`config.mk`:
```
export PLATFORM = sky130hd
export DESIGN_NAME = dm_load_unit
export DESIGN_NICKNAME = d
export VERILOG_FILES = /design/src/rtl/dm_load_unit.sv
export SDC_FILE = /design/constraint.sdc
export NUM_CORES = 1
export LEC_CHECK = 0
export BUFFER_PORTS_ARGS = -buffer_cell sky130_fd_sc_hd__buf_4
export CAP_MARGIN = 40
export CORE_ASPECT_RATIO = 0.6
export CORE_UTILIZATION = 55
export CTS_BUF_LIST = sky130_fd_sc_hd__clkbuf_8
export CTS_CLUSTER_DIAMETER = 100
export DETAILED_ROUTE_END_ITERATION = 6
export PLACE_DENSITY = 0.82
export SLEW_MARGIN = 20
export SYNTH_ARGS = -nofsm -noshare
export SYNTH_HDL_FRONTEND = slang
export SYNTH_SLANG_ARGS = --single-unit
```
`constraint.sdc`:
```
create_clock -name clk -period 5.95 [get_ports clk]
set_input_delay 0.2975 -clock clk [delete_from_list [all_inputs] [get_ports clk]]
set_output_delay 0.2975 -clock clk [all_outputs]
set_load 0.02 [all_outputs]
```
`src/rtl/dm_load_unit.sv`:
```
// dm_load_unit: load-side data memory access. Extracts and extends the
// addressed byte/halfword/word, flags address errors, and buffers results
// in a 2-entry response queue toward write-back.
module dm_load_unit #(
    parameter int unsigned DM_WORDS = 1024,
    parameter int unsigned CNT_W    = 16
) (
    input  logic                        clk,
    input  logic                        reset,
    input  logic                        req_valid,
    output logic                        req_ready,
    input  logic [31:0]                 req_addr,
    input  logic [2:0]                  req_op,
    input  logic [31:0]                 req_pc,
    output logic [$clog2(DM_WORDS)-1:0] dm_a,
    input  logic [31:0]                 dm_rdata,
    output logic                        resp_valid,
    input  logic                        resp_ready,
    output logic [31:0]                 resp_data,
    output logic [31:0]                 resp_pc,
    output logic                        resp_adel,
    output logic [CNT_W-1:0]            load_cnt
);

    localparam int unsigned AW         = $clog2(DM_WORDS);
    localparam logic [31:0] ADDR_LIMIT = 32'(4 * DM_WORDS);

    typedef enum logic [2:0] {
        OP_LW  = 3'd0,
        OP_LB  = 3'd1,
        OP_LBU = 3'd2,
        OP_LH  = 3'd3,
        OP_LHU = 3'd4
    } load_op_e;

    logic [31:0] q_data [2];
    logic [31:0] q_pc   [2];
    logic        q_adel [2];
    logic        wr_ptr;
    logic        rd_ptr;
    logic [1:0]  count;

    logic        push;
    logic        pop;
    logic [31:0] shifted;
    logic [31:0] ld_data;
    logic        misalign;
    logic        adel;
    logic [31:0] entry_data;

    assign dm_a       = req_addr[AW+1:2];
    assign req_ready  = (count != 2'd2);
    assign resp_valid = (count != 2'd0);
    assign push       = req_valid && req_ready;
    assign pop        = resp_valid && resp_ready;

    assign resp_data  = q_data[rd_ptr];
    assign resp_pc    = q_pc[rd_ptr];
    assign resp_adel  = q_adel[rd_ptr];

    // Select and extend the addressed part of the read word; detect address errors.
    always_comb begin
        shifted  = dm_rdata >> {req_addr[1:0], 3'b000};
        ld_data  = dm_rdata;
        misalign = 1'b0;
        case (req_op)
            OP_LB:  ld_data = {{24{shifted[7]}}, shifted[7:0]};
            OP_LBU: ld_data = {24'd0, shifted[7:0]};
            OP_LH: begin
                ld_data  = {{16{shifted[15]}}, shifted[15:0]};
                misalign = req_addr[0];
            end
            OP_LHU: begin
                ld_data  = {16'd0, shifted[15:0]};
                misalign = req_addr[0];
            end
            default: begin
                ld_data  = dm_rdata;
                misalign = |req_addr[1:0];
            end
        endcase
        adel       = misalign || (req_addr >= ADDR_LIMIT);
        entry_data = adel ? '0 : ld_data;
    end

    // Response queue storage, pointers, occupancy and accepted-load counter.
    always_ff @(posedge clk) begin
        if (reset) begin
            for (int unsigned i = 0; i < 2; i++) begin
                q_data[i] <= '0;
                q_pc[i]   <= '0;
                q_adel[i] <= 1'b0;
            end
            wr_ptr   <= 1'b0;
            rd_ptr   <= 1'b0;
            count    <= '0;
            load_cnt <= '0;
        end else begin
            if (push) begin
                q_data[wr_ptr] <= entry_data;
                q_pc[wr_ptr]   <= req_pc;
                q_adel[wr_ptr] <= adel;
                wr_ptr         <= ~wr_ptr;
                load_cnt       <= load_cnt + CNT_W'(1);
            end
            if (pop) begin
                rd_ptr <= ~rd_ptr;
            end
            if (push && !pop) begin
                count <= count + 2'd1;
            end else if (pop && !push) begin
                count <= count - 2'd1;
            end
        end
    end

endmodule

```
==> run metrics <==
number of library cell types mapped by synthesis=52; DR vias=6109; most frequent cells after synthesis=edfxtp_1, and2_1, mux2_2, nor2_1, o21ai_0; drt drc=0; largest net degree at the start of global routing=66; ANT cells=0; Die X-Extent=156 um; final worst slack=3.50 ns; H-Tree Depth=4; WL per Instance=19.0 um; Cell Area, Synth=a little under 0.008 mm^2; initial antenna violation count=0; Synth area leaders=edfxtp_1, mux2_2, dfxtp_1; CTS tree=yes; flop2flop setup slack=3.50 ns; Via density=roughly 5.9; DR iter-0 viols=638; WHS Path Cells=2; post-route clock period utilization=41.1%; Worst Path Buf+Inv=1; Crit path max-delay family=simple AND/OR/NAND/NOR gates; Resize count post-CTS=0; fraction of layout cells with a size suffix above 1=38.1%; Max-slew headroom=between 50 and 60%; nets=roughly 940; clock sinks=151; Synth Flop Type=edfxtp_1; vias in the first global route=5674; Area Growth Syn to Fin=25.3%; cells after synthesis=between 600 and 700; Worst Hold End=q_pc[1][10]; dpl cell area=0.00928 mm^2; R2R depth=6; CP max stage cell=nand3_1; crit path DAT=between 2 and 3 ns; Crit path largest cell delay=between 0.5 and 0.6 ns; gr ovfl total=0; # Max-Cap Violations=0; post-synth net total=775; worst skew pair latency=roughly 0.45 ns; share of the synthesized area in the top cell type=about 50%; Register Area=0.00433 mm^2; total core area=0.0137 mm^2; P_leak=0.00389 uW; non-filler instance count after layout=1038; Setup Viol. Count Final=0; pre-CTS setup slack=approximately 3.5 ns; Critical Path, Cell by Cell=nand2b_1, nand2_1, nor3_2, buf_4, nand3_1, nor2_1; HPWL Detailed=13.4 mm; Worst Path Max Fanout=between 40 and 50; class of the worst hold path=in2reg; RR Startpoint=count[0]; WS Path Type=reg2reg; register area share after synthesis=between 50% and 60%; syn avg cell area=11.6 um^2; first-pass GRT wire length=29.7 mm; post-CTS setup buffer count=0; RD Place Congestion=1.01; min-delay src=req_pc[10]; total track usage=27.1%; die height=94.3 um; Final Skew=0.0184 ns; DP Cell Count=1003; Setup TNS=0 ns; Cell Rows=33; cts hold-fix bufs=0; CP Capture Type=flop; Root Driver=clkbuf_8; total CTS buffers=17; Clk pin slew, worst setup/hold paths=~0.090 ns; most numerous cell in the Yosys netlist=edfxtp_1; drt pass-1 iters=5; Post-synth EDFFs=130; worst ir drop on vdd=0.179 mV; IO Port Bufs=195; max-slew violations=0; PD cells=roughly 330 mW/mm^2; routed wire length=19.7 mm; Ports=196; Final Hold Fails=0; CP Launch Type=flop; CTS Buffer Depth=2; Worst Max-Slew Pin Slew=~0.67 ns; Die ar.=0.0147 mm^2; status=finished clean; final instance area=approximately 0.01 mm^2; Data required, critical path=6.23 ns; ys async rst share=0%; Initial Util=a little under three fifths; #FFs+latches synth=~150; R2R Path End=q_data[0][10]; Multi-input gate area=~0.0031 mm^2; largest area contributor in the netlist=edfxtp_1; Filler cells=between 900 and 1000; yosys warns=0; Max Fclk=409 MHz; RSZ-0062 raised after global routing=no; Final min period=about 2.4 ns; post-route ant nets=0
==> per-layer routing <==
layer | global-route usage [%] | up-vias | wire (um)
met5 | 0 | - | 0
met4 | 8.01 | 0 | 341
met3 | 8.58 | 34 | 1930
met2 | 42.8 | 333 | 9120
met1 | 35.9 | 2946 | 8340
li1 | - | 2796 | -
==> through the flow <==
stage	power, uW	hold WS [ns]	util (%)
after global routing	3360	0.110	71.1
after CTS	3210	0.111	70.5
after floorplan	1990	0.467	-
final	3230	0.131	71.1
after global placement	2360	0.477	67.5
after detailed placement	2390	0.489	67.5
==> placed cells by master (no fill, tap or decap), drive strengths merged, types with 3 or more instances in the layout <==
master	synthesis	layout
nor3	7	7
xnor2	9	9
or3	7	7
and2	66	66
a31oi	8	8
buf	31	206
mux2	67	67
clkbuf	31	18
nand4	4	4
nand3b	10	10
mux2i	17	17
o21ai	50	50
nand3	22	22
xor2	6	6
o221ai	8	8
nor2b	4	4
inv	11	21
o311a	7	7
edfxtp	130	130
a21oi	9	9
nor2	55	55
and3	11	11
dfxtp	21	21
nand2	17	17
bufinv	0	3
nor4	40	40
==> worst max path at each step <==
| stage | from | endpoint | slack [ns] | depth (start not counted) |
|---|---|---|---|---|
| after floorplan | count[0] | q_adel[0] | 1.55 | 3 |
| after global placement | count[0] | q_pc[1][29] | 3.64 | 6 |
| after detailed placement | count[0] | q_pc[1][27] | 3.53 | 6 |
| after CTS | count[0] | q_data[1][24] | 3.50 | 6 |
| after global routing | count[0] | q_data[0][15] | 3.23 | 6 |
| final | count[0] | q_data[0][10] | 3.50 | 6 |
==> area by class of cell <==
cell class | instances | share of cell area [%]
clock buffer | 18 | 2.53
timing repair buffer | 206 | 16.4
clock inverter | 14 | 1.73
tap | 192 | 2.46
inverter | 12 | 0.461
sequential | 151 | 44.2
multi-input combinational | 445 | 32.1
==> sequential cells by signal, indices dropped and copies added, names as in the netlist, named ones only <==
name	count
load_cnt	16
q_data	64
wr_ptr	1
q_pc	64
count	2
rd_ptr	1
q_adel	2
==> power by group <==
part           internal, uW  switching, uW  total (uW)
clock                   431            403         834
combinational           471            590        1060
sequential             1290           42.1        1330
total                  2200           1030        3230
==> cell families (layout without fill, tap and decap cells) <==
group | count (synthesis) | after routing | share of synthesized area, %
AOI/OAI and AO/OA | 89 | 89 | 7.02
adders and majority gates | 2 | 2 | 0.321
xor gates and xnor gates | 15 | 15 | 1.68
and+or+nand+nor | 255 | 255 | 19.0
muxes | 84 | 84 | 11.9
DFF | 151 | 151 | 55.4
buffers and inverters | 74 | 250 | 4.65
Power figures use the tool's default switching activity.
